[config.mk]
export PLATFORM = sky130hd
export DESIGN_NAME = liteic_arbiter
export DESIGN_NICKNAME = d
export VERILOG_FILES = /design/src/rtl/liteic_pkg.sv /design/src/rtl/liteic_rr_select.sv /design/src/rtl/liteic_arbiter.sv
export SDC_FILE = /design/constraint.sdc
export NUM_CORES = 1
export LEC_CHECK = 0
export BUFFER_PORTS_ARGS = -buffer_cell sky130_fd_sc_hd__buf_2
export CORE_MARGIN = 2
export CORE_UTILIZATION = 35
export CTS_CLUSTER_SIZE = 30
export DETAILED_ROUTE_END_ITERATION = 16
export GPL_TIMING_DRIVEN = 1
export PLACE_DENSITY_LB_ADDON = 0.05
export SETUP_SLACK_MARGIN = 0.3
export SLEW_MARGIN = 15
export SYNTH_ARGS = -nofsm -noshare
export SYNTH_HDL_FRONTEND = slang
export SYNTH_SLANG_ARGS = --single-unit
[constraint.sdc]
create_clock -name clk -period 11.9 [get_ports clk]
set_input_delay 2.38 -clock clk [delete_from_list [all_inputs] [get_ports clk]]
set_output_delay 2.38 -clock clk [all_outputs]
set_load 0.005 [all_outputs]
[src/rtl/liteic_pkg.sv]
// Shared types and constants for the liteic master-side arbiter.
package liteic_pkg;

  // Arbiter FSM: no grant outstanding, or a grant is being held.
  typedef enum logic [0:0] {
    ARB_IDLE = 1'b0,
    ARB_BUSY = 1'b1
  } arb_state_e;

  // Winner-selection policies.
  localparam int ARB_FIXED = 0;
  localparam int ARB_RR    = 1;

  // Index width for a requester vector of n bits (at least one bit).
  function automatic int idx_width(input int n);
    return (n > 1) ? $clog2(n) : 1;
  endfunction

endpackage : liteic_pkg

[src/rtl/liteic_rr_select.sv]
// Combinational winner picker for the liteic arbiter.
// The request vector is doubled and masked to a window of NUM_MASTERS bits
// starting at the pointer, so a single highest-set-bit search walks the
// masters in the order ptr-1, ptr-2, ..., 0, NUM_MASTERS-1, ..., ptr.
// In fixed mode the window starts at 0, giving plain highest-index-wins.
module liteic_rr_select
  import liteic_pkg::*;
#(
  parameter int NUM_MASTERS = 20,
  parameter int IDX_WIDTH   = idx_width(NUM_MASTERS)
) (
  input  logic [NUM_MASTERS-1:0] req_i,
  input  logic [IDX_WIDTH-1:0]   ptr_i,
  input  logic                   mode_i,
  output logic [NUM_MASTERS-1:0] win_oh_o,
  output logic [IDX_WIDTH-1:0]   win_idx_o,
  output logic                   win_valid_o
);

  localparam int DW = 2 * NUM_MASTERS;

  logic [DW-1:0] dbl_s;
  int            base_s;
  int            pos_s;
  int            win_s;
  logic          hit_s;

  assign dbl_s = {req_i, req_i};

  // Start of the search window: the pointer in round-robin, bit 0 in fixed mode.
  always_comb begin
    base_s = 0;
    if (mode_i) begin
      base_s = int'(ptr_i);
    end else begin
      base_s = 0;
    end
  end

  // Highest set bit inside the window; later (higher) hits overwrite earlier ones.
  always_comb begin
    hit_s = 1'b0;
    pos_s = 0;
    for (int j = 0; j < DW; j++) begin
      hit_s = (dbl_s[j] && (j >= base_s) && (j < base_s + NUM_MASTERS)) ? 1'b1 : hit_s;
      pos_s = (dbl_s[j] && (j >= base_s) && (j < base_s + NUM_MASTERS)) ? j : pos_s;
    end
  end

  // Fold the doubled position back onto a master index and build the one-hot.
  always_comb begin
    win_s = (pos_s >= NUM_MASTERS) ? (pos_s - NUM_MASTERS) : pos_s;
    win_valid_o = hit_s;
    win_idx_o   = hit_s ? IDX_WIDTH'(win_s) : {IDX_WIDTH{1'b0}};
    for (int i = 0; i < NUM_MASTERS; i++) begin
      win_oh_o[i] = hit_s && (win_s == i);
    end
  end

endmodule : liteic_rr_select

[src/rtl/liteic_arbiter.sv]
// Registered N-way arbiter for the liteic interconnect master side.
// A grant is chosen by fixed priority or round-robin, held until the
// holder strobes done, and optionally force-released by a hold watchdog.
// Releases re-arbitrate in the same cycle so back-to-back grants have no
// idle bubble.
module liteic_arbiter
  import liteic_pkg::*;
#(
  parameter int NUM_MASTERS = 20,
  parameter int IDX_WIDTH   = (NUM_MASTERS > 1) ? $clog2(NUM_MASTERS) : 1,
  parameter int RR_MODE     = ARB_RR,
  parameter int HOLD_MAX    = 256,
  parameter int CNT_WIDTH   = (HOLD_MAX > 1) ? $clog2(HOLD_MAX) : 1
) (
  input  logic                   clk,
  input  logic                   rst,
  input  logic [NUM_MASTERS-1:0] req,
  input  logic                   done,
  output logic [NUM_MASTERS-1:0] gnt,
  output logic [IDX_WIDTH-1:0]   gnt_idx,
  output logic                   gnt_valid,
  output logic                   timeout
);

  // Watchdog fires while the counter shows HOLD_MAX-1, i.e. on the edge that
  // ends the HOLD_MAX-th granted cycle.
  localparam bit                   WD_EN      = (HOLD_MAX > 0);
  localparam int                   CNT_LAST_I = (HOLD_MAX > 0) ? (HOLD_MAX - 1) : 0;
  localparam logic [CNT_WIDTH-1:0] CNT_LAST   = CNT_WIDTH'(CNT_LAST_I);

  arb_state_e             state_q, state_d;
  logic [NUM_MASTERS-1:0] gnt_q, gnt_d;
  logic [IDX_WIDTH-1:0]   idx_q, idx_d;
  logic [IDX_WIDTH-1:0]   ptr_q, ptr_d;
  logic [CNT_WIDTH-1:0]   cnt_q, cnt_d;
  logic                   timeout_q, timeout_d;
  logic                   valid_q, valid_d;

  logic [NUM_MASTERS-1:0] win_oh_s;
  logic [IDX_WIDTH-1:0]   win_idx_s;
  logic                   win_valid_s;
  logic                   mode_s;
  logic                   expire_s;
  logic                   release_s;
  logic                   load_s;

  assign mode_s = (RR_MODE == ARB_RR) ? 1'b1 : 1'b0;

  liteic_rr_select #(
    .NUM_MASTERS (NUM_MASTERS),
    .IDX_WIDTH   (IDX_WIDTH)
  ) u_select (
    .req_i       (req),
    .ptr_i       (ptr_q),
    .mode_i      (mode_s),
    .win_oh_o    (win_oh_s),
    .win_idx_o   (win_idx_s),
    .win_valid_o (win_valid_s)
  );

  // Release strobes: done wins over the watchdog, and an IDLE done is ignored.
  always_comb begin
    expire_s  = WD_EN && (state_q == ARB_BUSY) && (cnt_q == CNT_LAST);
    release_s = (state_q == ARB_BUSY) && (done || expire_s);
    load_s    = ((state_q == ARB_IDLE) || release_s) && win_valid_s;
  end

  // FSM state register.
  always_ff @(posedge clk or posedge rst) begin
    if (rst) begin
      state_q <= ARB_IDLE;
    end else begin
      state_q <= state_d;
    end
  end

  // FSM next state: enter BUSY on any winner, leave only on a release with no requester.
  always_comb begin
    state_d = state_q;
    case (state_q)
      ARB_IDLE: begin
        if (win_valid_s) begin
          state_d = ARB_BUSY;
        end else begin
          state_d = ARB_IDLE;
        end
      end
      ARB_BUSY: begin
        if (release_s && !win_valid_s) begin
          state_d = ARB_IDLE;
        end else begin
          state_d = ARB_BUSY;
        end
      end
      default: begin
        state_d = ARB_IDLE;
      end
    endcase
  end

  // FSM outputs: next grant, index, pointer, watchdog count and timeout pulse.
  always_comb begin
    gnt_d     = gnt_q;
    idx_d     = idx_q;
    ptr_d     = ptr_q;
    cnt_d     = cnt_q;
    timeout_d = expire_s && !done;
    if (load_s) begin
      gnt_d = win_oh_s;
      idx_d = win_idx_s;
      ptr_d = win_idx_s;
      cnt_d = {CNT_WIDTH{1'b0}};
    end else if (release_s) begin
      gnt_d = {NUM_MASTERS{1'b0}};
      idx_d = {IDX_WIDTH{1'b0}};
      cnt_d = {CNT_WIDTH{1'b0}};
    end else if (WD_EN && (state_q == ARB_BUSY)) begin
      cnt_d = cnt_q + CNT_WIDTH'(1);
    end else begin
      cnt_d = {CNT_WIDTH{1'b0}};
    end
    valid_d = |gnt_d;
  end

  // Output and datapath registers; async reset clears everything at once.
  always_ff @(posedge clk or posedge rst) begin
    if (rst) begin
      gnt_q     <= {NUM_MASTERS{1'b0}};
      idx_q     <= {IDX_WIDTH{1'b0}};
      ptr_q     <= {IDX_WIDTH{1'b0}};
      cnt_q     <= {CNT_WIDTH{1'b0}};
      timeout_q <= 1'b0;
      valid_q   <= 1'b0;
    end else begin
      gnt_q     <= gnt_d;
      idx_q     <= idx_d;
      ptr_q     <= ptr_d;
      cnt_q     <= cnt_d;
      timeout_q <= timeout_d;
      valid_q   <= valid_d;
    end
  end

  assign gnt       = gnt_q;
  assign gnt_idx   = idx_q;
  assign gnt_valid = valid_q;
  assign timeout   = timeout_q;

endmodule : liteic_arbiter
After elaboration in Yosys (flattened, before gate mapping)
Index checks and enable logic that the tools add are counted.
{"block": "totals", "mem_count": 0, "ram_bits": 0, "word_cells": 315, "register_bits": 41, "mem_bits_ro": 0, "latchBits": 0}
{"block": "classes", "add_sub_neg": 3, "n_eq_ne": 20, "n_reduce_logical": 112, "div_mod_pow": 0, "n_mux": 91, "magnitude_cmp": 81, "shift": 0, "n_mul": 0, "bitwise_logic": 1}
{"op": "$mux W32", "count": 39}
{"op": "$lt A6 B32 Y1 const A", "count": 16}
{"op": "$eq A32 B5 Y1 const B", "count": 8}
{"op": "$lt A5 B32 Y1 const A", "count": 8}
{"op": "$lt A7 B32 Y1 const A", "count": 8}
{"op": "$eq A32 B4 Y1 const B", "count": 4}
{"op": "$eq A32 B6 Y1 const B", "count": 4}
{"op": "$lt A4 B32 Y1 const A", "count": 4}
{"op": "$logic_and A1 B1 Y1", "count": 105}
{"op": "$ge A5 B5 Y1 const A", "count": 16}
{"op": "$eq A32 B3 Y1 const B", "count": 2}
{"op": "$lt A3 B32 Y1 const A", "count": 2}
{"op": "$ge A6 B5 Y1 const A", "count": 8}
{"op": "$mux W1", "count": 43}
{"op": "$ge A4 B5 Y1 const A", "count": 8}
{"op": "$mux W20", "count": 2}
{"op": "$eq A32 B2 Y1 const B", "count": 1}
{"op": "$ge A32 B6 Y1 const B", "count": 1}
{"op": "$logic_not A32 Y1", "count": 1}
{"op": "$lt A1 B32 Y1 const A", "count": 1}
{"op": "$lt A2 B32 Y1 const A", "count": 1}
{"op": "$sub A32 B6 Y32 const B", "count": 1}
{"op": "$mux W8", "count": 3}
{"op": "$ge A3 B5 Y1 const A", "count": 4}
{"op": "other kinds (12)", "count": 18}

Depth between registers and ports, before layout
Gate-level depths: netlist (run 1).
{"block": "logic_depth", "ltp_word": 48, "ltp_mapped": 20}

Hierarchy
Synthesis (run 1) repeated with hierarchy kept, for this count alone.
{"block": "hier_totals", "hier_cells": 457, "area_unflattened_um2": 3809.9}
{"mod": "liteic_rr_select", "area_per_inst_um2": 2125.8, "cells_each": 332, "n_inst": 1}
{"mod": "liteic_arbiter", "area_per_inst_um2": 1684.1, "cells_each": 125, "n_inst": 1}

Worst setup path after synthesis (run 1)
No wires, ideal clock.
{"block": "synth_timing", "kind": "in2reg", "startpoint": "input req[2]", "endpoint": "register valid_q, in the netlist gnt_valid", "required_ns": 11.765, "stages": 16, "path_slack_ns": 6.379, "t_arrival_ns": 5.386, "n_path_buf": 1, "setup_ns": 0.135, "cell_sequence": "nor3b_1 > a22oi_1 > o21ai_0 > and3b_1 > o311a_1 > o211a_4 > or2_0 > buf_2 > clkinv_1 > ha_1 > inv_1 > o31a_2 > o311a_4 > a31o_1 > a211oi_2 > nand4_1"}
{"block": "synth_via", "elab_chain_len": 46, "word_cells_on_any_way": 126, "classes_between": "add/sub (1); order compare (1); eq/ne (19); mux (78); reduce/logical (27)"}
{"item": "from (decl)", "line_no": "liteic_arbiter.sv:17", "rtl": "input logic [NUM_MASTERS-1:0] req,"}
{"item": "$logic_and A1 B1 Y1 (2 in series)", "line_no": "liteic_rr_select.sv:45, liteic_rr_select.sv:46"}
{"item": "$mux W32 (38 in series)", "line_no": "liteic_rr_select.sv:46", "rtl": "pos_s = (dbl_s[j] && (j >= base_s) && (j < base_s + NUM_MASTERS)) ? j : pos_s;"}
{"item": "$sub A32 B6 Y32 or $ge A32 B6 Y1 (tied branches)", "line_no": "liteic_rr_select.sv:52", "rtl": "win_s = (pos_s >= NUM_MASTERS) ? (pos_s - NUM_MASTERS) : pos_s;"}
{"item": "$mux W32", "line_no": "liteic_rr_select.sv:52"}
{"item": "$eq A32 B2 Y1 (tied with other cells)", "line_no": "liteic_rr_select.sv:56", "rtl": "win_oh_o[i] = hit_s && (win_s == i);"}
{"item": "$logic_and A1 B1 Y1", "line_no": "liteic_rr_select.sv:56"}
{"item": "$mux W20 *", "line_no": "liteic_arbiter.sv:108", "rtl": "if (load_s) begin"}
{"item": "$reduce_or A20 Y1 *", "line_no": "liteic_arbiter.sv:122", "rtl": "valid_d = |gnt_d;"}
{"item": "named net valid_d", "line_no": "liteic_arbiter.sv:37", "rtl": "logic valid_q, valid_d;"}
{"item": "to (signal assigned)", "line_no": "liteic_arbiter.sv:140", "rtl": "valid_q <= valid_d;"}
{"item": "to (decl)", "line_no": "liteic_arbiter.sv:37"}
The timed path passes the listed nets; every way through them passes the cells marked *.
A chain may end at the register's enable or synchronous reset.

Final worst setup path (run 1)
Ends and elaborated chain as after synthesis.

==> flow_summary.html, run 1 <==
<table>
<tr><th>Metric</th><th>Value</th></tr>
<tr><th colspan="2">Outcome</th></tr>
<tr><td>Status</td><td>finished clean</td></tr>
<tr><th colspan="2">Clock tree</th></tr>
<tr><td>Maximum buffer depth of the clock tree</td><td>2</td></tr>
<tr><td>Clock root cell</td><td>clkbuf_16</td></tr>
<tr><td>Count of cells resized by post-cts repair</td><td>0</td></tr>
<tr><td>CTS H-Tree Depth</td><td>2</td></tr>
<tr><td>Number of buffers added for setup after CTS</td><td>0</td></tr>
<tr><td>Clk sink count</td><td>41</td></tr>
<tr><td>CTS buffer count</td><td>5</td></tr>
<tr><td>Clock-pin slew reported for the worst setup and hold paths after clock tree synthesis</td><td>0.06 ns</td></tr>
<tr><td>Source-to-sink clock delay at the later pin of the worst-skew pair</td><td>0.28 ns</td></tr>
<tr><td>CTS tree</td><td>built</td></tr>
<tr><td># hold bufs at CTS</td><td>0</td></tr>
<tr><th colspan="2">Worst setup path</th></tr>
<tr><td>WS Path Type</td><td>input pin to register</td></tr>
<tr><td>Cell with the largest stage delay on the worst path</td><td>o31ai_1</td></tr>
<tr><td>Most numerous cell on the critical path</td><td>o21ai_0</td></tr>
<tr><td>Kind of start point of the critical path</td><td>input pin</td></tr>
<tr><td>Crit path cell chain</td><td>buf_2 -&gt; nor3b_1 -&gt; a22oi_1 -&gt; o21ai_0 -&gt; and3b_1 -&gt; o311a_1 -&gt; o211a_4 -&gt; or2_0 -&gt; ha_1 -&gt; inv_1 -&gt; o31ai_1 -&gt; o21ai_1 -&gt; a2111oi_0 -&gt; o21ai_0 -&gt; nand4_1</td></tr>
<tr><td>Endpoint kind of the worst setup timing path</td><td>register</td></tr>
<tr><td>Max FO, Critical Path</td><td>7</td></tr>
<tr><td>WP data arrival</td><td>6.29 ns</td></tr>
<tr><td>Buffers and inverters on the worst path</td><td>2</td></tr>
<tr><td>Max stage delay on crit path</td><td>0.64 ns</td></tr>
<tr><td>Worst path required time</td><td>12.12 ns</td></tr>
<tr><td>Top delay family on crit path</td><td>compound AO/OA/AOI/OAI gates</td></tr>
<tr><th colspan="2">Detailed routing</th></tr>
<tr><td>Routed length per instance</td><td>20.6 um</td></tr>
<tr><td>Residual DRC count</td><td>0</td></tr>
<tr><td>Violation count after the first detailed-routing iteration</td><td>431</td></tr>
<tr><td>Overall via count from detail_route</td><td>4,164</td></tr>
<tr><td>Average vias per placed instance</td><td>6.33</td></tr>
<tr><td>First-pass iteration count of the detailed router</td><td>5</td></tr>
<tr><td>Total wirelength of the detailed-routed design</td><td>13.6 mm</td></tr>
<tr><td>Number of nets still failing antenna checks after routing</td><td>0</td></tr>
<tr><th colspan="2">Synth</th></tr>
<tr><td>Count of flip-flops with a built-in enable after synthesis</td><td>0</td></tr>
<tr><td>Mean area per synthesized cell</td><td>8.35 um^2</td></tr>
<tr><td>Sequential fraction of the synthesis area</td><td>25.7%</td></tr>
<tr><td>Share of flip-flops with an asynchronous set or reset after synthesis</td><td>100%</td></tr>
<tr><td>Synth warnings</td><td>0</td></tr>
<tr><td>Synthesized netlist cell count</td><td>478</td></tr>
<tr><td>Most used DFF post-synth</td><td>dfrtp_1</td></tr>
<tr><td>Register bit total from synthesis</td><td>41</td></tr>
<tr><td>Largest area contributor in the netlist</td><td>dfrtp_1</td></tr>
<tr><td>Area of the mapped netlist</td><td>3990 um^2</td></tr>
<tr><td>Synthesized net count</td><td>511</td></tr>
<tr><td>Number of distinct library cells after synthesis</td><td>94</td></tr>
<tr><td>Top post-synthesis cells by area</td><td>dfrtp_1 26%, a22o_1 3.7%, nand2_1 3.7%, o21ai_0 3.6%, nor2_1 3.5%</td></tr>
<tr><td>Share of the synthesized area in the top cell type</td><td>25.7%</td></tr>
<tr><th colspan="2">Power</th></tr>
<tr><td>Portion of total power attributed to combinational logic</td><td>75.8%</td></tr>
<tr><td>Part of the total power dissipated in sequential elements</td><td>15.1%</td></tr>
<tr><td>Net Sw Frac</td><td>55.5%</td></tr>
<tr><td>Static power due to leakage</td><td>1.85 nW</td></tr>
<tr><td>Power, Total</td><td>0.00149 W</td></tr>
<tr><td>Reported net switching power</td><td>0.000829 W</td></tr>
<tr><td>Share of power burned in the clock network</td><td>9.0%</td></tr>
<tr><td>Cell Pwr Density</td><td>335 nW/um^2</td></tr>
<tr><td>Peak VDD IR</td><td>0.122 mV</td></tr>
<tr><td>Cell-internal power</td><td>0.000665 W</td></tr>
<tr><th colspan="2">Global routing</th></tr>
<tr><td>First-pass GRT wire length</td><td>22.2 mm</td></tr>
<tr><td>Largest net degree at the start of global routing</td><td>42</td></tr>
<tr><td>Number of antenna violations at the first check in global routing</td><td>0</td></tr>
<tr><td>Via count of the first global-routing pass</td><td>4,083</td></tr>
<tr><td>Overall fraction of global-route tracks in use</td><td>22.2%</td></tr>
<tr><td>Total congestion overflow after global routing</td><td>0</td></tr>
<tr><th colspan="2">Timing</th></tr>
<tr><td>Number of failing setup endpoints in the final timing report</td><td>0</td></tr>
<tr><td>TNS Setup</td><td>0 ns</td></tr>
<tr><td>Endpoints failing hold</td><td>0</td></tr>
<tr><td>Headroom to the max-slew limit</td><td>29.1%</td></tr>
<tr><td>Transition time at the pin with the least slew margin</td><td>1.06 ns</td></tr>
<tr><td>Share of the cycle needed by the critical path after routing</td><td>51.0%</td></tr>
<tr><td>Post-Route Skew</td><td>0.00797 ns</td></tr>
<tr><td>Slew Viols, Final</td><td>0</td></tr>
<tr><td>FMAX</td><td>165 MHz</td></tr>
<tr><td>Setup repair after global routing missed its margin</td><td>false</td></tr>
<tr><td>Crit path time final</td><td>6.07 ns</td></tr>
<tr><th colspan="2">Layout</th></tr>
<tr><td>Number of inserted diodes</td><td>0</td></tr>
<tr><td>Most common library cell in the layout ignoring fill and taps</td><td>buf_2</td></tr>
<tr><td>Layout fillers</td><td>1,169</td></tr>
<tr><td>Post-route non-filler standard cell count</td><td>658</td></tr>
<tr><td>Share of final-layout standard cells stronger than drive strength 1</td><td>19.6%</td></tr>
<tr><td>Final #Nets</td><td>548</td></tr>
<tr><td>Area grow syn2layout</td><td>11.7%</td></tr>
<tr><td>Most frequent cells in the layout</td><td>49 x buf_2, 41 x dfrtp_1, 39 x nand2_1</td></tr>
<tr><th colspan="2">Place</th></tr>
<tr><td>Sum of net half-perimeters after detailed placement</td><td>10.3 mm</td></tr>
<tr><td>Placer's final routability congestion estimate</td><td>0.944</td></tr>
<tr><td>Number of placed instances, taps included</td><td>651</td></tr>
<tr><td>Port-buffer cells</td><td>49</td></tr>
<tr><th colspan="2">Floorplanning</th></tr>
<tr><td>DIE AREA</td><td>12,300 um^2</td></tr>
<tr><td>Die height</td><td>111 um</td></tr>
<tr><td>Standard-cell rows</td><td>39</td></tr>
<tr><td>IO Pins</td><td>50</td></tr>
<tr><td>Initial cell density of the core</td><td>35.4%</td></tr>
<tr><td>Core Box Area</td><td>11,300 um^2</td></tr>
<tr><td>Die Wd</td><td>111 um</td></tr>
<tr><th colspan="2">Job</th></tr>
<tr><td>Maximum Capacitance Violations</td><td>0</td></tr>
<tr><th colspan="2">Min path</th></tr>
<tr><td>Path type of the worst min-delay path</td><td>register to register</td></tr>
</table>
## worst reg2reg max path, stage by stage (launching register included)
cell	delay, ns
dfrtp_1	0.96
ha_1	0.74
a21boi_0	0.66
o21a_1	0.25
o22ai_1	0.14
nor3b_1	0.40
a211oi_2	0.16
o21ai_0	0.56
ha_1	0.45
inv_1	0.13
o31ai_1	0.64
o21ai_1	0.26
a2111oi_0	0.42
o21ai_0	0.12
nand4_1	0.08
## power by group through the flow
stage / registers (W) / logic [W] / clock network, W
4_1_cts: 0.000226 / 0.00111 / 0.000139
6_report: 0.000226 / 0.00113 / 0.000135
3_5_place_dp: 0.000227 / 0.00111 / 0
5_1_grt: 0.000233 / 0.00124 / 0.000147
3_3_place_gp: 0.000228 / 0.00112 / 0
2_1_floorplan: 0.000213 / 0.000843 / 0
## cell type report
cell class | count | area, um^2 | share of cell area, %
clock buffers | 6 | 139 | 3.11
clock inverters | 1 | 7.51 | 0.168
inverters | 18 | 67.6 | 1.52
multi-input cells | 396 | 2770 | 62.0
flip-flops and latches | 41 | 1030 | 23.0
well taps | 143 | 179 | 4.01
repair buffers | 53 | 275 | 6.17
## kinds of logic after synthesis
group	synth area share, %
XOR/XNOR	1.94
AND/OR/NAND/NOR	21.9
flip-flops	25.7
AO/OA/AOI/OAI	41.8
buffers and inverters	5.26
adder cells (fa/ha/maj)	3.38
## per-stage QoR
stage	cell area [um^2]	hold slack, ns	util [%]	setup WS, ns
after CTS	4460	0.479	39.6	5.87
final	4460	0.478	39.6	5.83
after global routing	4460	0.506	39.6	5.36
after global placement	4310	0.458	38.3	5.74
after detailed placement	4310	0.459	38.3	5.61
after floorplan	3990	0.455	-	6.38
## flip-flops by register name, indices dropped and copies added, names as in the netlist
name       count
gnt_valid      1
gnt           20
cnt_q          8
state_q        1
ptr_q          5
timeout        1
gnt_idx        5
## metal layers
layer	global-route usage (%)	routed length, um	vias to the layer above
met2	33.3	5960	178
met3	3.83	851	36
met4	9.75	502	0
met1	31.3	6250	2003
met5	0	0	-
li1	-	-	1947
## synth_stat cells (3+ instances only)
| cell | count |
|---|---|
| nor2_1 | 37 |
| clkbuf_1 | 7 |
| nand4_1 | 9 |
| ha_1 | 10 |
| o21ai_1 | 6 |
| nor3_1 | 8 |
| inv_1 | 15 |
| nor2b_1 | 10 |
| and2_1 | 7 |
| o32ai_1 | 5 |
| a22o_1 | 17 |
| a21bo_2 | 5 |
| a22oi_1 | 4 |
| xor2_1 | 4 |
| o211a_1 | 3 |
| o22ai_1 | 9 |
| a21oi_2 | 3 |
| o21ai_0 | 29 |
| buf_6 | 5 |
| nand3_1 | 18 |
| dfrtp_1 | 41 |
| buf_2 | 9 |
| o31ai_2 | 3 |
| o2111ai_1 | 6 |
| o21a_1 | 6 |
| nand3b_1 | 4 |
| o31a_1 | 3 |
| a31oi_1 | 4 |
| a211oi_2 | 4 |
| o211ai_1 | 9 |
| a21oi_1 | 24 |
| a21o_1 | 10 |
| a31o_2 | 3 |
| nor4_1 | 4 |
| a211oi_1 | 5 |
| nand2_1 | 39 |
| o221a_2 | 3 |
| a21boi_0 | 5 |
| xnor2_1 | 3 |
| nand2b_1 | 6 |
| a32o_1 | 3 |
| o31ai_1 | 6 |
## worst paths after layout
kind	slack (ns)	endpoint	depth (start not counted)	startpoint
worst min register to register	0.48	gnt_idx[4]	1	gnt_idx[4]
worst min-delay path	0.48	gnt_idx[4]	1	gnt_idx[4]
worst max register to register	5.86	gnt_valid	14	ptr_q[2]
max in group asynchronous	9.32	gnt[13]	3	rst
worst max-delay path	5.83	gnt_valid	15	req[2]
min in group asynchronous	2.21	gnt[12]	3	rst
Note: power is estimated with default switching activity, not from simulation.
==> inputs of run 2 (changes only) <==
==> constraint.sdc (replaced) <==
create_clock -name clk -period 5.75 [get_ports clk]
set_input_delay 1.15 -clock clk [delete_from_list [all_inputs] [get_ports clk]]
set_output_delay 1.15 -clock clk [all_outputs]
set_load 0.005 [all_outputs]
==> flow_summary.html, run 2 (same netlist as run 1, synthesis figures left out) <==
<table>
<tr><th>Metric</th><th>Value</th></tr>
<tr><th colspan="2">Outcome</th></tr>
<tr><td>Status</td><td>finished clean</td></tr>
<tr><th colspan="2">Place</th></tr>
<tr><td>Placer's final routability congestion estimate</td><td>0.931</td></tr>
<tr><td>Port-buffer cells</td><td>49</td></tr>
<tr><td>Sum of net half-perimeters after detailed placement</td><td>11.1 mm</td></tr>
<tr><th colspan="2">Floorplanning</th></tr>
<tr><td>Die height</td><td>111 um</td></tr>
<tr><td>Standard-cell rows</td><td>39</td></tr>
<tr><td>Core Box Area</td><td>11,300 um^2</td></tr>
<tr><td>Die Wd</td><td>111 um</td></tr>
<tr><td>DIE AREA</td><td>12,300 um^2</td></tr>
<tr><td>Initial cell density of the core</td><td>35.4%</td></tr>
<tr><td>IO Pins</td><td>50</td></tr>
<tr><th colspan="2">Clock tree</th></tr>
<tr><td># hold bufs at CTS</td><td>0</td></tr>
<tr><td>Number of buffers added for setup after CTS</td><td>0</td></tr>
<tr><td>Source-to-sink clock delay at the later pin of the worst-skew pair</td><td>0.28 ns</td></tr>
<tr><td>Clk sink count</td><td>41</td></tr>
<tr><td>CTS buffer count</td><td>5</td></tr>
<tr><td>Maximum buffer depth of the clock tree</td><td>2</td></tr>
<tr><td>Count of cells resized by post-cts repair</td><td>0</td></tr>
<tr><td>Clock root cell</td><td>clkbuf_16</td></tr>
<tr><td>Clock-pin slew reported for the worst setup and hold paths after clock tree synthesis</td><td>0.06 ns</td></tr>
<tr><td>CTS H-Tree Depth</td><td>2</td></tr>
<tr><td>CTS tree</td><td>built</td></tr>
<tr><th colspan="2">Global routing</th></tr>
<tr><td>Overall fraction of global-route tracks in use</td><td>23.0%</td></tr>
<tr><td>GRT met2 Usage</td><td>35.5%</td></tr>
<tr><td>Met3 Use GR</td><td>3.34%</td></tr>
<tr><td>First-pass GRT wire length</td><td>22.8 mm</td></tr>
<tr><td>Number of antenna violations at the first check in global routing</td><td>0</td></tr>
<tr><td>Largest net degree at the start of global routing</td><td>42</td></tr>
<tr><td>Peak-usage layer in the global routing report</td><td>met2</td></tr>
<tr><td>Global routing usage on met1</td><td>33.4%</td></tr>
<tr><td>Total congestion overflow after global routing</td><td>0</td></tr>
<tr><td>Via count of the first global-routing pass</td><td>4,044</td></tr>
<tr><th colspan="2">Worst setup path</th></tr>
<tr><td>Kind of start point of the critical path</td><td>register</td></tr>
<tr><td>WS Path Type</td><td>register to register</td></tr>
<tr><td>Max FO, Critical Path</td><td>18</td></tr>
<tr><td>Endpoint kind of the worst setup timing path</td><td>register</td></tr>
<tr><td>Endpoint of the most critical setup path</td><td>ptr_q[3]</td></tr>
<tr><td>Launching instance or port of the critical path</td><td>ptr_q[3]</td></tr>
<tr><td>Slack of the worst reg-to-reg path</td><td>0.71 ns</td></tr>
<tr><td>Reg2Reg Launch Point</td><td>ptr_q[3]</td></tr>
<tr><td>Worst path required time</td><td>5.86 ns</td></tr>
<tr><td>WP data arrival</td><td>5.15 ns</td></tr>
<tr><td>Worst-case reg-to-reg path depth</td><td>17</td></tr>
<tr><td>Critical register-to-register path endpoint</td><td>ptr_q[3]</td></tr>
<tr><th colspan="2">Detailed routing</th></tr>
<tr><td>Routed length per instance</td><td>21.3 um</td></tr>
<tr><td>Average vias per placed instance</td><td>6.34</td></tr>
<tr><td>Total wirelength of the detailed-routed design</td><td>14.3 mm</td></tr>
<tr><td>Overall via count from detail_route</td><td>4,251</td></tr>
<tr><td>First-pass iteration count of the detailed router</td><td>5</td></tr>
<tr><td>Residual DRC count</td><td>0</td></tr>
<tr><td>Violation count after the first detailed-routing iteration</td><td>455</td></tr>
<tr><td>Number of nets still failing antenna checks after routing</td><td>0</td></tr>
<tr><th colspan="2">Timing</th></tr>
<tr><td>Share of the cycle needed by the critical path after routing</td><td>87.6%</td></tr>
<tr><td>TNS Setup</td><td>0 ns</td></tr>
<tr><td>Post-Route Skew</td><td>0.00684 ns</td></tr>
<tr><td>Setup repair after global routing missed its margin</td><td>false</td></tr>
<tr><td>FMAX</td><td>198 MHz</td></tr>
<tr><td>Slew Viols, Final</td><td>0</td></tr>
<tr><td>Number of failing setup endpoints in the final timing report</td><td>0</td></tr>
<tr><td>Headroom to the max-slew limit</td><td>46.6%</td></tr>
<tr><td>Crit path time final</td><td>5.04 ns</td></tr>
<tr><td>Transition time at the pin with the least slew margin</td><td>0.796 ns</td></tr>
<tr><td>Endpoints failing hold</td><td>0</td></tr>
<tr><th colspan="2">Min path</th></tr>
<tr><td>Path type of the worst min-delay path</td><td>register to register</td></tr>
<tr><th colspan="2">Job</th></tr>
<tr><td>Maximum Capacitance Violations</td><td>0</td></tr>
<tr><th colspan="2">Layout</th></tr>
<tr><td>Final cell utilization of the core</td><td>40.4%</td></tr>
<tr><td>Most common library cell in the layout ignoring fill and taps</td><td>buf_2</td></tr>
<tr><td>Most frequent cells in the layout</td><td>49 x buf_2, 41 x dfrtp_1, 39 x nand2_1</td></tr>
<tr><td>Area grow syn2layout</td><td>14.2%</td></tr>
<tr><td>Share of final-layout standard cells stronger than drive strength 1</td><td>22.0%</td></tr>
<tr><td>Final #Nets</td><td>559</td></tr>
<tr><td>Number of inserted diodes</td><td>0</td></tr>
<tr><td>Number of flip-flops under the largest register name</td><td>20</td></tr>
<tr><td>Layout fillers</td><td>1,186</td></tr>
<tr><th colspan="2">Power</th></tr>
<tr><td>Static power due to leakage</td><td>1.91 nW</td></tr>
<tr><td>Peak VDD IR</td><td>0.249 mV</td></tr>
<tr><td>Cell Pwr Density</td><td>702 nW/um^2</td></tr>
<tr><td>Power, Total</td><td>0.00320 W</td></tr>
</table>
run 2: where the power goes:
| group | total (W) | internal, W | leakage (nW) | switching, W |
|---|---|---|---|---|
| clock | 0.000291 | 0.000173 | 0.0768 | 0.000118 |
| combinational | 0.00244 | 0.000888 | 1.29 | 0.00155 |
| sequential | 0.000475 | 0.000372 | 0.545 | 0.000103 |
| total | 0.00320 | 0.00143 | 1.91 | 0.00177 |
run 2: final cells by class:
type | instances | area (um^2) | area share, %
well taps | 143 | 179 | 3.93
multi-input cells | 396 | 2780 | 60.9
flip-flops and latches | 41 | 1030 | 22.5
clock inverters | 2 | 13.8 | 0.302
inverters | 18 | 67.6 | 1.48
repair buffers | 64 | 358 | 7.85
clock buffers | 6 | 139 | 3.05
run 2: critical path: stages (launching register included):
cell	delay, ns
dfrtp_1	0.52
buf_4	0.29
inv_1	0.09
ha_1	0.39
nor2b_1	0.22
o311ai_1	0.29
o21ai_0	0.26
and3b_1	0.34
o311a_1	0.20
o211a_4	0.21
or2_0	0.31
ha_2	0.35
inv_1	0.10
nor2_1	0.21
o31a_2	0.24
nor3_1	0.06
o21ai_0	0.56
o21ai_0	0.22
run 2: layer usage:
| layer | up-vias | wire length [um] |
|---|---|---|
| met5 | - | 0 |
| met4 | 0 | 400 |
| met3 | 31 | 1010 |
| met2 | 199 | 6240 |
| met1 | 2054 | 6660 |
| li1 | 1967 | - |
run 2: how the worst min path moves through the flow:
stage / startpoint / to / slack [ns] / depth (start not counted)
3_3_place_gp: gnt_idx[1] / gnt_idx[1] / 0.46 / 1
5_1_grt: gnt_idx[2] / gnt_idx[2] / 0.50 / 2
3_5_place_dp: gnt_idx[2] / gnt_idx[2] / 0.46 / 2
4_1_cts: gnt_idx[2] / gnt_idx[2] / 0.48 / 2
2_1_floorplan: cnt_q[0] / cnt_q[0] / 0.45 / 1
6_report: gnt_idx[4] / gnt_idx[4] / 0.48 / 1
run 2: metrics by stage:
| step | area, um^2 | std cells | hold slack, ns | setup WS (ns) |
|---|---|---|---|---|
| 2_1_floorplan | 3990 | 478 | 0.455 | 1.34 |
| 3_3_place_gp | 4400 | 662 | 0.460 | 0.659 |
| 3_5_place_dp | 4400 | 662 | 0.463 | 0.599 |
| 4_1_cts | 4550 | 670 | 0.484 | 0.551 |
| 5_1_grt | 4560 | 670 | 0.500 | 0.335 |
| 6_report | 4560 | 670 | 0.485 | 0.710 |
==> inputs of run 3 (changes only) <==
--- a/config.mk
+++ b/config.mk
@@ -5,6 +5,7 @@
 export SDC_FILE = /design/constraint.sdc
 export NUM_CORES = 1
 export LEC_CHECK = 0
+export ABC_AREA = 1
 export BUFFER_PORTS_ARGS = -buffer_cell sky130_fd_sc_hd__buf_2
 export CORE_MARGIN = 2
 export CORE_UTILIZATION = 35
@@ -13,6 +14,7 @@
 export GPL_TIMING_DRIVEN = 1
 export PLACE_DENSITY_LB_ADDON = 0.05
 export SETUP_SLACK_MARGIN = 0.3
+export SKIP_CTS_REPAIR_TIMING = 1
 export SLEW_MARGIN = 15
 export SYNTH_ARGS = -nofsm -noshare
 export SYNTH_HDL_FRONTEND = slang
==> flow_summary.html, run 3 <==
<table>
<tr><th>Metric</th><th>Value</th></tr>
<tr><th colspan="2">Synth</th></tr>
<tr><td>Share of the synthesized area in the top cell type</td><td>29.5%</td></tr>
<tr><td>Synth warnings</td><td>0</td></tr>
<tr><td>Largest area contributor in the netlist</td><td>dfrtp_1</td></tr>
<tr><td>Most used DFF post-synth</td><td>dfrtp_1</td></tr>
<tr><td>Top post-synthesis cells by area</td><td>dfrtp_1 30%, nand2_1 17%, nor2_1 10%, inv_1 9.4%, nand3_1 4.9%</td></tr>
<tr><td>Count of flip-flops with a built-in enable after synthesis</td><td>0</td></tr>
<tr><td>Register bit total from synthesis</td><td>41</td></tr>
<tr><td>Share of flip-flops with an asynchronous set or reset after synthesis</td><td>100%</td></tr>
<tr><td>Synthesized net count</td><td>603</td></tr>
<tr><td>Area of the mapped netlist</td><td>3480 um^2</td></tr>
<tr><td>Sequential fraction of the synthesis area</td><td>29.5%</td></tr>
<tr><td>Library cell with the highest instance count after synthesis</td><td>nand2_1</td></tr>
<tr><td>Synthesized netlist cell count</td><td>570</td></tr>
<tr><td>Number of distinct library cells after synthesis</td><td>41</td></tr>
<tr><td>Mean area per synthesized cell</td><td>6.10 um^2</td></tr>
<tr><td>Top cells by instance count after synthesis</td><td>153 x nand2_1, 96 x nor2_1, 87 x inv_1</td></tr>
<tr><th colspan="2">Detailed routing</th></tr>
<tr><td>Total wirelength of the detailed-routed design</td><td>11.4 mm</td></tr>
<tr><td>Average vias per placed instance</td><td>4.96</td></tr>
<tr><td>Routed length per instance</td><td>15.1 um</td></tr>
<tr><td>Residual DRC count</td><td>0</td></tr>
<tr><td>Overall via count from detail_route</td><td>3,748</td></tr>
<tr><td>First-pass iteration count of the detailed router</td><td>5</td></tr>
<tr><td>Violation count after the first detailed-routing iteration</td><td>229</td></tr>
<tr><td>Number of nets still failing antenna checks after routing</td><td>0</td></tr>
<tr><th colspan="2">Layout</th></tr>
<tr><td>Most common library cell in the layout ignoring fill and taps</td><td>nand2_1</td></tr>
<tr><td>Final #Nets</td><td>654</td></tr>
<tr><td>Final cell utilization of the core</td><td>40.8%</td></tr>
<tr><td>Most frequent cells in the layout</td><td>153 x nand2_1, 96 x nor2_1, 86 x inv_1</td></tr>
<tr><td>Number of flip-flops under the largest register name</td><td>20</td></tr>
<tr><td>Share of final-layout standard cells stronger than drive strength 1</td><td>15.0%</td></tr>
<tr><td>Area grow syn2layout</td><td>14.3%</td></tr>
<tr><td>Final Cell Area</td><td>3970 um^2</td></tr>
<tr><td>Layout fillers</td><td>1,130</td></tr>
<tr><td>Number of inserted diodes</td><td>0</td></tr>
<tr><th colspan="2">Place</th></tr>
<tr><td>Cell area after placement</td><td>3870 um^2</td></tr>
<tr><td>Worst setup timing slack at the placement stage</td><td>0.717 ns</td></tr>
<tr><td>Port-buffer cells</td><td>49</td></tr>
<tr><td>Sum of net half-perimeters after detailed placement</td><td>9.21 mm</td></tr>
<tr><td>Placer's final routability congestion estimate</td><td>0.950</td></tr>
<tr><th colspan="2">Floorplanning</th></tr>
<tr><td>Core Box Area</td><td>9730 um^2</td></tr>
<tr><td>IO Pins</td><td>50</td></tr>
<tr><td>Initial cell density of the core</td><td>35.7%</td></tr>
<tr><td>DIE AREA</td><td>10,700 um^2</td></tr>
<tr><td>Die Wd</td><td>104 um</td></tr>
<tr><td>Die height</td><td>104 um</td></tr>
<tr><td>Standard-cell rows</td><td>36</td></tr>
<tr><th colspan="2">Global routing</th></tr>
<tr><td>Peak-usage layer in the global routing report</td><td>met2</td></tr>
<tr><td>Largest net degree at the start of global routing</td><td>42</td></tr>
<tr><td>GRT met2 Usage</td><td>36.6%</td></tr>
<tr><td>Via count of the first global-routing pass</td><td>3,690</td></tr>
<tr><td>First-pass GRT wire length</td><td>18.5 mm</td></tr>
<tr><td>Total congestion overflow after global routing</td><td>0</td></tr>
<tr><td>Global routing usage on met1</td><td>28.0%</td></tr>
<tr><td>Met3 Use GR</td><td>2.71%</td></tr>
<tr><td>Number of antenna violations at the first check in global routing</td><td>0</td></tr>
<tr><td>Overall fraction of global-route tracks in use</td><td>21.5%</td></tr>
<tr><th colspan="2">Power</th></tr>
<tr><td>Cell Pwr Density</td><td>564 nW/um^2</td></tr>
<tr><td>Share of power burned in the clock network</td><td>8.5%</td></tr>
<tr><td>Portion of total power attributed to combinational logic</td><td>72.3%</td></tr>
<tr><td>Net Sw Frac</td><td>59.3%</td></tr>
<tr><td>Reported net switching power</td><td>0.00133 W</td></tr>
<tr><td>Peak VDD IR</td><td>0.191 mV</td></tr>
<tr><td>Static power due to leakage</td><td>2.18 nW</td></tr>
<tr><td>Part of the total power dissipated in sequential elements</td><td>19.1%</td></tr>
<tr><td>Cell-internal power</td><td>0.000914 W</td></tr>
<tr><th colspan="2">Clock tree</th></tr>
<tr><td>CTS H-Tree Depth</td><td>2</td></tr>
<tr><td>Clk sink count</td><td>41</td></tr>
<tr><td>Maximum buffer depth of the clock tree</td><td>2</td></tr>
<tr><td>Clock-pin slew reported for the worst setup and hold paths after clock tree synthesis</td><td>0.08 ns</td></tr>
<tr><td>Clock root cell</td><td>clkbuf_8</td></tr>
<tr><td>CTS buffer count</td><td>5</td></tr>
<tr><td>Source-to-sink clock delay at the later pin of the worst-skew pair</td><td>0.30 ns</td></tr>
<tr><td>CTS tree</td><td>built</td></tr>
<tr><th colspan="2">Timing</th></tr>
<tr><td>Worst Hold Slack</td><td>0.465 ns</td></tr>
<tr><td>Worst Slack Setup Final</td><td>0.922 ns</td></tr>
<tr><td>FMAX</td><td>207 MHz</td></tr>
<tr><td>TNS Setup</td><td>0 ns</td></tr>
<tr><td>Post-Route Skew</td><td>0.00434 ns</td></tr>
<tr><td>Transition time at the pin with the least slew margin</td><td>0.614 ns</td></tr>
<tr><td>Headroom to the max-slew limit</td><td>58.7%</td></tr>
<tr><td>Setup repair after global routing missed its margin</td><td>false</td></tr>
<tr><td>Crit path time final</td><td>4.83 ns</td></tr>
<tr><td>Share of the cycle needed by the critical path after routing</td><td>84.0%</td></tr>
<tr><td>Endpoints failing hold</td><td>0</td></tr>
<tr><td>Number of failing setup endpoints in the final timing report</td><td>0</td></tr>
<tr><td>Slew Viols, Final</td><td>0</td></tr>
<tr><th colspan="2">Worst setup path</th></tr>
<tr><td>Max FO, Critical Path</td><td>11</td></tr>
<tr><td>WS Path Type</td><td>register to register</td></tr>
<tr><td>Kind of start point of the critical path</td><td>register</td></tr>
<tr><td>Reg2Reg Launch Point</td><td>ptr_q[3]</td></tr>
<tr><td>Max stage delay on crit path</td><td>0.51 ns</td></tr>
<tr><td>Cell with the largest stage delay on the worst path</td><td>dfrtp_2</td></tr>
<tr><td>Worst path required time</td><td>5.95 ns</td></tr>
<tr><td>Launching instance or port of the critical path</td><td>ptr_q[3]</td></tr>
<tr><td>WP data arrival</td><td>5.02 ns</td></tr>
<tr><td>Most numerous cell on the critical path</td><td>nand2_1</td></tr>
<tr><td>Endpoint kind of the worst setup timing path</td><td>register</td></tr>
<tr><th colspan="2">Outcome</th></tr>
<tr><td>Status</td><td>finished clean</td></tr>
<tr><th colspan="2">Min path</th></tr>
<tr><td>Path type of the worst min-delay path</td><td>register to register</td></tr>
<tr><td>Worst hold start</td><td>cnt_q[0]</td></tr>
<tr><th colspan="2">Job</th></tr>
<tr><td>Maximum Capacitance Violations</td><td>0</td></tr>
</table>
[run 3: cell types whose count changed after synthesis, moves of 8 or more]
cell and change:
inv_2 +9, inv_1 +72, a22o_1 -17, nor2b_1 -10, o21ai_1 +13, nand2_1 +114
nand3_1 +16, nor2_1 +59, buf_2 -8, a21o_1 -10, o22ai_1 -9
[run 3: kinds of logic (layout without fill, tap and decap cells)]
logic type               count (synthesis)  in the layout  share of synthesized area [%]
AND/OR/NAND/NOR                        319            319                           39.4
buffers and inverters                  106            158                           11.9
AO/OA/AOI/OAI                           92             92                           15.2
flip-flops                              41             41                           29.5
adder cells (fa/ha/maj)                 10             10                           3.60
XOR/XNOR                                 2              2                          0.504
[run 3: worst paths after layout]
check | to | slack, ns | depth (start not counted)
worst max-delay path | gnt_valid | 0.92 | 51
worst min-delay path | cnt_q[0] | 0.47 | 1
worst max register to register | gnt_valid | 0.92 | 51
worst min register to register | cnt_q[0] | 0.47 | 1
max in group asynchronous | ptr_q[2] | 4.39 | 3
min in group asynchronous | cnt_q[1] | 0.96 | 3
[run 3: power groups by stage]
stage | registers [W] | clock network (W) | logic (W)
after global placement | 0.000428 | 0 | 0.00161
after detailed placement | 0.000426 | 0 | 0.00159
final | 0.000429 | 0.000192 | 0.00162
after CTS | 0.000422 | 0.000202 | 0.00160
after global routing | 0.000438 | 0.000211 | 0.00183
after floorplan | 0.000408 | 0 | 0.00116
[run 3: layout make-up]
class | count | area, um^2 | area share (%)
repair buffers | 52 | 268 | 6.74
clock inverters | 3 | 17.5 | 0.441
clock buffers | 5 | 68.8 | 1.73
well taps | 133 | 166 | 4.19
flip-flops and latches | 41 | 1030 | 25.9
multi-input cells | 423 | 2050 | 51.7
inverters | 98 | 370 | 9.32
[run 3: per-stage QoR]
step,cells,total power (W)
after global routing,755,0.00248
after detailed placement,747,0.00202
after global placement,747,0.00204
after CTS,755,0.00222
after floorplan,570,0.00157
final,755,0.00224
[run 3: worst max-delay path: cells and delay by family (launching register included)]
kind / cells / cell delay (ns)
AND/OR/NAND/NOR: 48 / 3.49
flip-flops: 1 / 0.51
adder cells (fa/ha/maj): 1 / 0.29
buffers and inverters: 1 / 0.23
AO/OA/AOI/OAI: 1 / 0.23
[run 3: metal layers]
layer / share of wire, % / vias up / routed length (um)
met5: 0 / - / 0
met4: 3.0 / 0 / 344
met2: 46 / 147 / 5280
met3: 6.0 / 27 / 687
met1: 45 / 1657 / 5100
li1: - / 1917 / -
